`config.mk`:
```
export PLATFORM = sky130hd
export DESIGN_NAME = mag_compare_seq_flat
export DESIGN_NICKNAME = d
export VERILOG_FILES = /design/src/rtl/mag_cmp_pkg.sv /design/src/rtl/mag_compare_seq_if.sv /design/src/rtl/mag_flag_check.sv /design/src/rtl/mag_compare_seq.sv /design/src/flat_wrapper.sv
export SDC_FILE = /design/constraint.sdc
export NUM_CORES = 1
export LEC_CHECK = 0
export CAP_MARGIN = 20
export CORE_AREA = 2 2 39 41
export DETAILED_ROUTE_END_ITERATION = 6
export DIE_AREA = 0 0 41 43
export GPL_TIMING_DRIVEN = 0
export PLACE_DENSITY = 0.67
export SLEW_MARGIN = 10
export SYNTH_ARGS = -nofsm -noshare
export SYNTH_HDL_FRONTEND = slang
export SYNTH_SLANG_ARGS = --single-unit
```
`constraint.sdc`:
```
create_clock -name clk -period 1.8 [get_ports clk]
set_input_delay 0.27 -clock clk [delete_from_list [all_inputs] [get_ports clk]]
set_output_delay 0.27 -clock clk [all_outputs]
set_load 0.02 [all_outputs]
```
`src/rtl/mag_cmp_pkg.sv`:
```
// rtl/mag_cmp_pkg.sv - shared state type and constants for the sequential magnitude comparator
package mag_cmp_pkg;

    typedef enum logic [1:0] {
        IDLE,
        RUN,
        DONE
    } state_t;

    localparam int DIGIT_W     = 2;
    localparam int MIN_NDIGITS = 2;
    localparam int MAX_NDIGITS = 16;

endpackage

```
`src/rtl/mag_compare_seq_if.sv`:
```
// rtl/mag_compare_seq_if.sv - handshake, digit request and result bundle for mag_compare_seq
interface mag_compare_seq_if #(
    parameter int NDIGITS = 4
);
    localparam int IDX_W = $clog2(NDIGITS);

    logic             start;
    logic             digit_valid;
    logic             e_in;
    logic             g_in;
    logic             l_in;
    logic [IDX_W-1:0] digit_idx;
    logic             busy;
    logic             done;
    logic             eq;
    logic             gt;
    logic             lt;
    logic             err;

    modport master (
        output start, digit_valid, e_in, g_in, l_in,
        input  digit_idx, busy, done, eq, gt, lt, err
    );

    modport slave (
        input  start, digit_valid, e_in, g_in, l_in,
        output digit_idx, busy, done, eq, gt, lt, err
    );

endinterface

```
`src/rtl/mag_flag_check.sv`:
```
// rtl/mag_flag_check.sv - flags a 2-bit comparator e/g/l triple as legal only when exactly one is high
module mag_flag_check (
    input  logic i_e,
    input  logic i_g,
    input  logic i_l,
    output logic o_legal
);

    // Odd parity rules out 0 or 2 set; the AND term rules out all 3 set.
    assign o_legal = (i_e ^ i_g ^ i_l) & ~(i_e & i_g & i_l);

endmodule

```
`src/rtl/mag_compare_seq.sv`:
```
// rtl/mag_compare_seq.sv - MSB-first sequential magnitude comparator; EARLY_EXIT_EN stops at first differing digit
module mag_compare_seq
    import mag_cmp_pkg::*;
#(
    parameter int NDIGITS = 4
) (
    input  logic                  clk,
    input  logic                  rst,
    mag_compare_seq_if.slave      bus
);

    localparam int IDX_W = $clog2(NDIGITS);
    localparam logic [IDX_W-1:0] IDX_TOP = IDX_W'(NDIGITS - 1);

    state_t           r_state;
    state_t           w_next;
    logic [IDX_W-1:0] r_idx;
    logic             r_eq;
    logic             r_gt;
    logic             r_lt;
    logic             r_err;
    logic             r_decided;

    logic w_legal;
    logic w_consume;
    logic w_last;
    logic w_dec_g;
    logic w_dec_l;
    logic w_exit;
    logic w_busy;
    logic w_done;

    mag_flag_check u_flag_check (
        .i_e     (bus.e_in),
        .i_g     (bus.g_in),
        .i_l     (bus.l_in),
        .o_legal (w_legal)
    );

    assign w_consume = (r_state == RUN) && bus.digit_valid;
    assign w_last    = (r_idx == '0);
    assign w_dec_g   = w_legal && bus.g_in && !r_decided;
    assign w_dec_l   = w_legal && bus.l_in && !r_decided;

`ifdef EARLY_EXIT_EN
    assign w_exit = w_consume && (w_dec_g || w_dec_l);
`else
    assign w_exit = 1'b0;
`endif

    always_comb begin
        w_next = r_state;
        w_busy = 1'b0;
        w_done = 1'b0;
        case (r_state)
            IDLE: begin
                if (bus.start) begin
                    w_next = RUN;
                end
            end
            RUN: begin
                w_busy = 1'b1;
                if (w_consume && (w_last || w_exit)) begin
                    w_next = DONE;
                end
            end
            DONE: begin
                w_done = 1'b1;
                w_next = IDLE;
            end
            default: begin
                w_next = IDLE;
            end
        endcase
    end

    always_ff @(posedge clk) begin
        if (rst) begin
            r_state   <= IDLE;
            r_idx     <= '0;
            r_eq      <= 1'b0;
            r_gt      <= 1'b0;
            r_lt      <= 1'b0;
            r_err     <= 1'b0;
            r_decided <= 1'b0;
        end else begin
            r_state <= w_next;
            if ((r_state == IDLE) && bus.start) begin
                r_idx     <= IDX_TOP;
                r_eq      <= 1'b0;
                r_gt      <= 1'b0;
                r_lt      <= 1'b0;
                r_err     <= 1'b0;
                r_decided <= 1'b0;
            end else if (w_consume) begin
                if (!w_legal) begin
                    r_err <= 1'b1;
                end
                if (w_dec_g) begin
                    r_gt      <= 1'b1;
                    r_decided <= 1'b1;
                end
                if (w_dec_l) begin
                    r_lt      <= 1'b1;
                    r_decided <= 1'b1;
                end
                // Equality can only be concluded once the least significant digit matched too.
                if (w_last) begin
                    if (!r_decided && !w_dec_g && !w_dec_l) begin
                        r_eq <= 1'b1;
                    end
                end else begin
                    r_idx <= r_idx - IDX_W'(1);
                end
            end
        end
    end

    assign bus.digit_idx = r_idx;
    assign bus.busy      = w_busy;
    assign bus.done      = w_done;
    assign bus.eq        = r_eq;
    assign bus.gt        = r_gt;
    assign bus.lt        = r_lt;
    assign bus.err       = r_err;

endmodule
```
`src/flat_wrapper.sv`:
```
// flat-port wrapper written by rule: the top's interface ports become plain ports
module mag_compare_seq_flat import mag_cmp_pkg::*;
#(
    parameter int NDIGITS = 4
)
  (clk, rst, bus_start, bus_digit_valid, bus_e_in, bus_g_in, bus_l_in, bus_digit_idx, bus_busy, bus_done, bus_eq, bus_gt, bus_lt, bus_err);
  mag_compare_seq_if #(.NDIGITS(NDIGITS)) bus_i ();
  input  logic clk;
  input  logic rst;
  input wire logic [$bits(bus_i.start)-1:0] bus_start;
  input wire logic [$bits(bus_i.digit_valid)-1:0] bus_digit_valid;
  input wire logic [$bits(bus_i.e_in)-1:0] bus_e_in;
  input wire logic [$bits(bus_i.g_in)-1:0] bus_g_in;
  input wire logic [$bits(bus_i.l_in)-1:0] bus_l_in;
  output wire logic [$bits(bus_i.digit_idx)-1:0] bus_digit_idx;
  output wire logic [$bits(bus_i.busy)-1:0] bus_busy;
  output wire logic [$bits(bus_i.done)-1:0] bus_done;
  output wire logic [$bits(bus_i.eq)-1:0] bus_eq;
  output wire logic [$bits(bus_i.gt)-1:0] bus_gt;
  output wire logic [$bits(bus_i.lt)-1:0] bus_lt;
  output wire logic [$bits(bus_i.err)-1:0] bus_err;
  assign bus_i.start = bus_start;
  assign bus_i.digit_valid = bus_digit_valid;
  assign bus_i.e_in = bus_e_in;
  assign bus_i.g_in = bus_g_in;
  assign bus_i.l_in = bus_l_in;
  assign bus_digit_idx = bus_i.digit_idx;
  assign bus_busy = bus_i.busy;
  assign bus_done = bus_i.done;
  assign bus_eq = bus_i.eq;
  assign bus_gt = bus_i.gt;
  assign bus_lt = bus_i.lt;
  assign bus_err = bus_i.err;
  mag_compare_seq #(.NDIGITS(NDIGITS)) u_core (.clk(clk), .rst(rst), .bus(bus_i));
endmodule
```
==> summary.txt <==
Run status
  – Status: finished clean

Critical path
  – CP startpoint: bus_g_in
  – CP required: ~2000 ps
  – Reg2reg start: u_core.bus.digit_idx[0]$_SDFFE_PP0P_
  – Max FO, Critical Path: 5
  – Reg2reg end: u_core.bus.digit_idx[1]$_SDFFE_PP0P_
  – Capture point of the critical path: u_core.r_decided$_SDFFE_PP0P_
  – R2R Setup Slk: approximately 410 ps
  – Worst EP arrival: 1840 ps
  – R2R cell count: 5
  – WS Path Type: input port to register
  – Critical path capture point type: register
  – Worst setup SP type: input port

STA
  – Clock skew: around 5.5 ps
  – Crit share post-route: 0.910
  – Setup violators final: 0
  – Hold WS: 444 ps
  – RSZ-0062 raised after global routing: false
  – Crit path time final: between 1500 and 2000 ps
  – Final Slew Violations: 0
  – Headroom to the max-slew limit: 0.820
  – Endpoints failing hold: 0
  – Max Clock Freq: just over 0.6 GHz
  – Worst-margin pin slew: 268 ps

Power
  – PD cells: a little under 800 nW/um^2
  – Clk pwr share: 0.332
  – P_int: approximately 0.00035 W
  – Max VDD drop: 0.321 mV
  – Comb pwr share: 0.213
  – Net Switching: 0.000132 W
  – Switch share: 0.275
  – Design Power: a little under 0.0005 W
  – Sequential fraction of design power: 0.455
  – Static leakage: approximately 0.27 nW

Route
  – Post-route ant nets: 0
  – Via count: 383
  – Avg WL per Cell: 11.4 um
  – Via density: between 4 and 5
  – Initial DRC Count: 6
  – WL final: 899 um
  – Drt pass-1 iters: 4
  – Remaining DRCs: 0

Placement
  – Final RePlAce weighted congestion: 0.691
  – Detailed Place HPWL: 658 um
  – Placed insts: 75
  – IO buf count: 14

Floorplanning
  – Initial core utilization: 0.312
  – Ports: 15
  – Core Footprint: between 1000 and 1500 um^2
  – Die height: 43 um
  – Die width: 41 um
  – Die area: about 1800 um^2
  – Core Rows: 14

Clock network
  – Cts bufs inserted: 3
  – Hold-fix buffers, CTS: 0
  – Resized cells post-CTS: 0
  – Postcts setup bufs: 0
  – CTS clk-pin slew, worst paths: 60 ps
  – Clock buffer depth: 2
  – Clock Sinks: 9
  – H-tree levels: 1
  – Clock Latency Late Sink: ~270 ps
  – Root Driver: clkbuf_4
  – CTS tree: built

Logic synthesis
  – EDFF count, synth: 0
  – Async SR Flop Fraction: 0
  – Synth warn: 0
  – FF+latch count, synth: 9
  – Avg Cell Area, Syn: between 9 and 10 um^2
  – Syn Std Cell Area: roughly 430 um^2
  – Area contributors post-synth: dfxtp_1, and4bb_1, ha_1, and3b_1, a21oi_1
  – Netlist cell types: 23
  – Largest area contributor in the netlist: dfxtp_1
  – Synthesized instance count: 45
  – Synth Flop Type: dfxtp_1
  – Net Count, Synth: between 50 and 60
  – Most frequent cells after synthesis: dfxtp_1, inv_1, nor2_1
  – Share of the synthesized area in the top cell type: 0.417
  – Sequential-to-total area share from yosys stat: 0.417
  – Top-count cell post-synth: dfxtp_1

Min path
  – Worst min path class: register to register
  – WHS Path Cells: 2

GRT
  – Overflow after GRT: 0
  – GRT Total Usage: 0.135
  – Largest net degree at the start of global routing: 7
  – Vias in the first global route: about 400
  – First-pass GRT wire length: roughly 1600 um
  – Antenna violations before repair: 0

Job
  – MaxCap Viol Count: 0

Layout
  – Layout cells sized above 1: 0.0794
  – Final Non-Filler Cells: 79
  – Area grow syn2layout: 44.3%
  – Net count reported at finish: between 70 and 80
  – Antenna Diode Count: 0
[worst max-delay path, cell delays in order]
cell,delay (ps)
clkdlybuf4s50_1,460
ha_1,370
or3b_1,410
a21bo_1,200
a21oi_2,130
[cell families (layout without fill, tap and decap cells)]
group | Yosys count | count (layout) | share of synthesized area
adder cells (fa/ha/maj) | 2 | 2 | 0.0580
flip-flops | 9 | 9 | 0.417
buffers and inverters | 4 | 22 | 0.0348
AND/OR/NAND/NOR | 20 | 20 | 0.325
AO/OA/AOI/OAI | 10 | 10 | 0.165
[cell type report]
| type | count | area, um^2 |
|---|---|---|
| fill | 154 | 761 |
| multi-input combinational | 32 | 236 |
| sequential | 9 | 180 |
| timing repair buffer | 14 | 145 |
| clock buffer | 4 | 26.3 |
| tap | 16 | 20.0 |
| inverter | 4 | 15.0 |
[state kept, by name, indices dropped and copies added, names as in the netlist]
register	flops
u_core.bus.digit_idx	2
u_core.bus.eq	1
u_core.bus.err	1
u_core.bus.gt	1
u_core.bus.lt	1
u_core.r_decided	1
u_core.r_state	2
[layout by cell type (no fill, tap or decap), drive strengths merged]
cell / synthesis / final
nand3b: 1 / 1
nand2: 1 / 1
and2b: 1 / 1
nor2b: 2 / 2
nor3b: 2 / 2
clkdlybuf4s50: 0 / 12
a21oi: 4 / 4
inv: 4 / 4
dlymetal6s2s: 0 / 2
ha: 2 / 2
o211ai: 1 / 1
or3b: 1 / 1
clkbuf: 0 / 4
a21bo: 1 / 1
a211oi: 2 / 2
or2: 1 / 1
nor2: 4 / 4
dfxtp: 9 / 9
nand2b: 1 / 1
and3b: 2 / 2
nor3: 2 / 2
a41oi: 1 / 1
a31oi: 1 / 1
and4bb: 2 / 2
[power groups by stage]
stage	clock [W]	combinational, W	sequential (W)
global placement	0	0.000102	0.000223
global route	0.000175	0.000114	0.000220
CTS	0.000164	0.000104	0.000219
detailed placement	0	0.000103	0.000223
finish	0.000159	0.000102	0.000219
floorplan	0	0.0000506	0.000230
[how the worst min path moves through the flow]
stage / start / to / slack [ps]
floorplan: rst / u_core.r_state[0]$_SDFFE_PP0P_ / 340
global placement: u_core.bus.gt$_SDFFE_PP0P_ / u_core.bus.gt$_SDFFE_PP0P_ / 440
detailed placement: u_core.bus.gt$_SDFFE_PP0P_ / u_core.bus.gt$_SDFFE_PP0P_ / 440
CTS: u_core.bus.gt$_SDFFE_PP0P_ / u_core.bus.gt$_SDFFE_PP0P_ / 450
global route: u_core.r_decided$_SDFFE_PP0P_ / u_core.r_decided$_SDFFE_PP0P_ / 480
finish: u_core.bus.gt$_SDFFE_PP0P_ / u_core.bus.gt$_SDFFE_PP0P_ / 440
[layer usage]
layer | GRT usage | up-vias | routed length, um
li1 | - | 197 | -
met1 | 0.153 | 169 | 415
met2 | 0.203 | 12 | 399
met3 | 0.0366 | 5 | 53
met4 | 0.100 | 0 | 30
met5 | 0 | - | 0
[metrics by stage]
stage	worst slack [ps]	area [um^2]	TNS [ps]	utilization
2_1_floorplan	409	432	0	-
3_3_place_gp	-66.8	592	-169	0.428
3_5_place_dp	-105	592	-256	0.428
4_1_cts	20.2	618	0	0.447
5_1_grt	101	623	0	0.450
6_report	163	623	0	0.450
(Power assumes the default switching activity.)
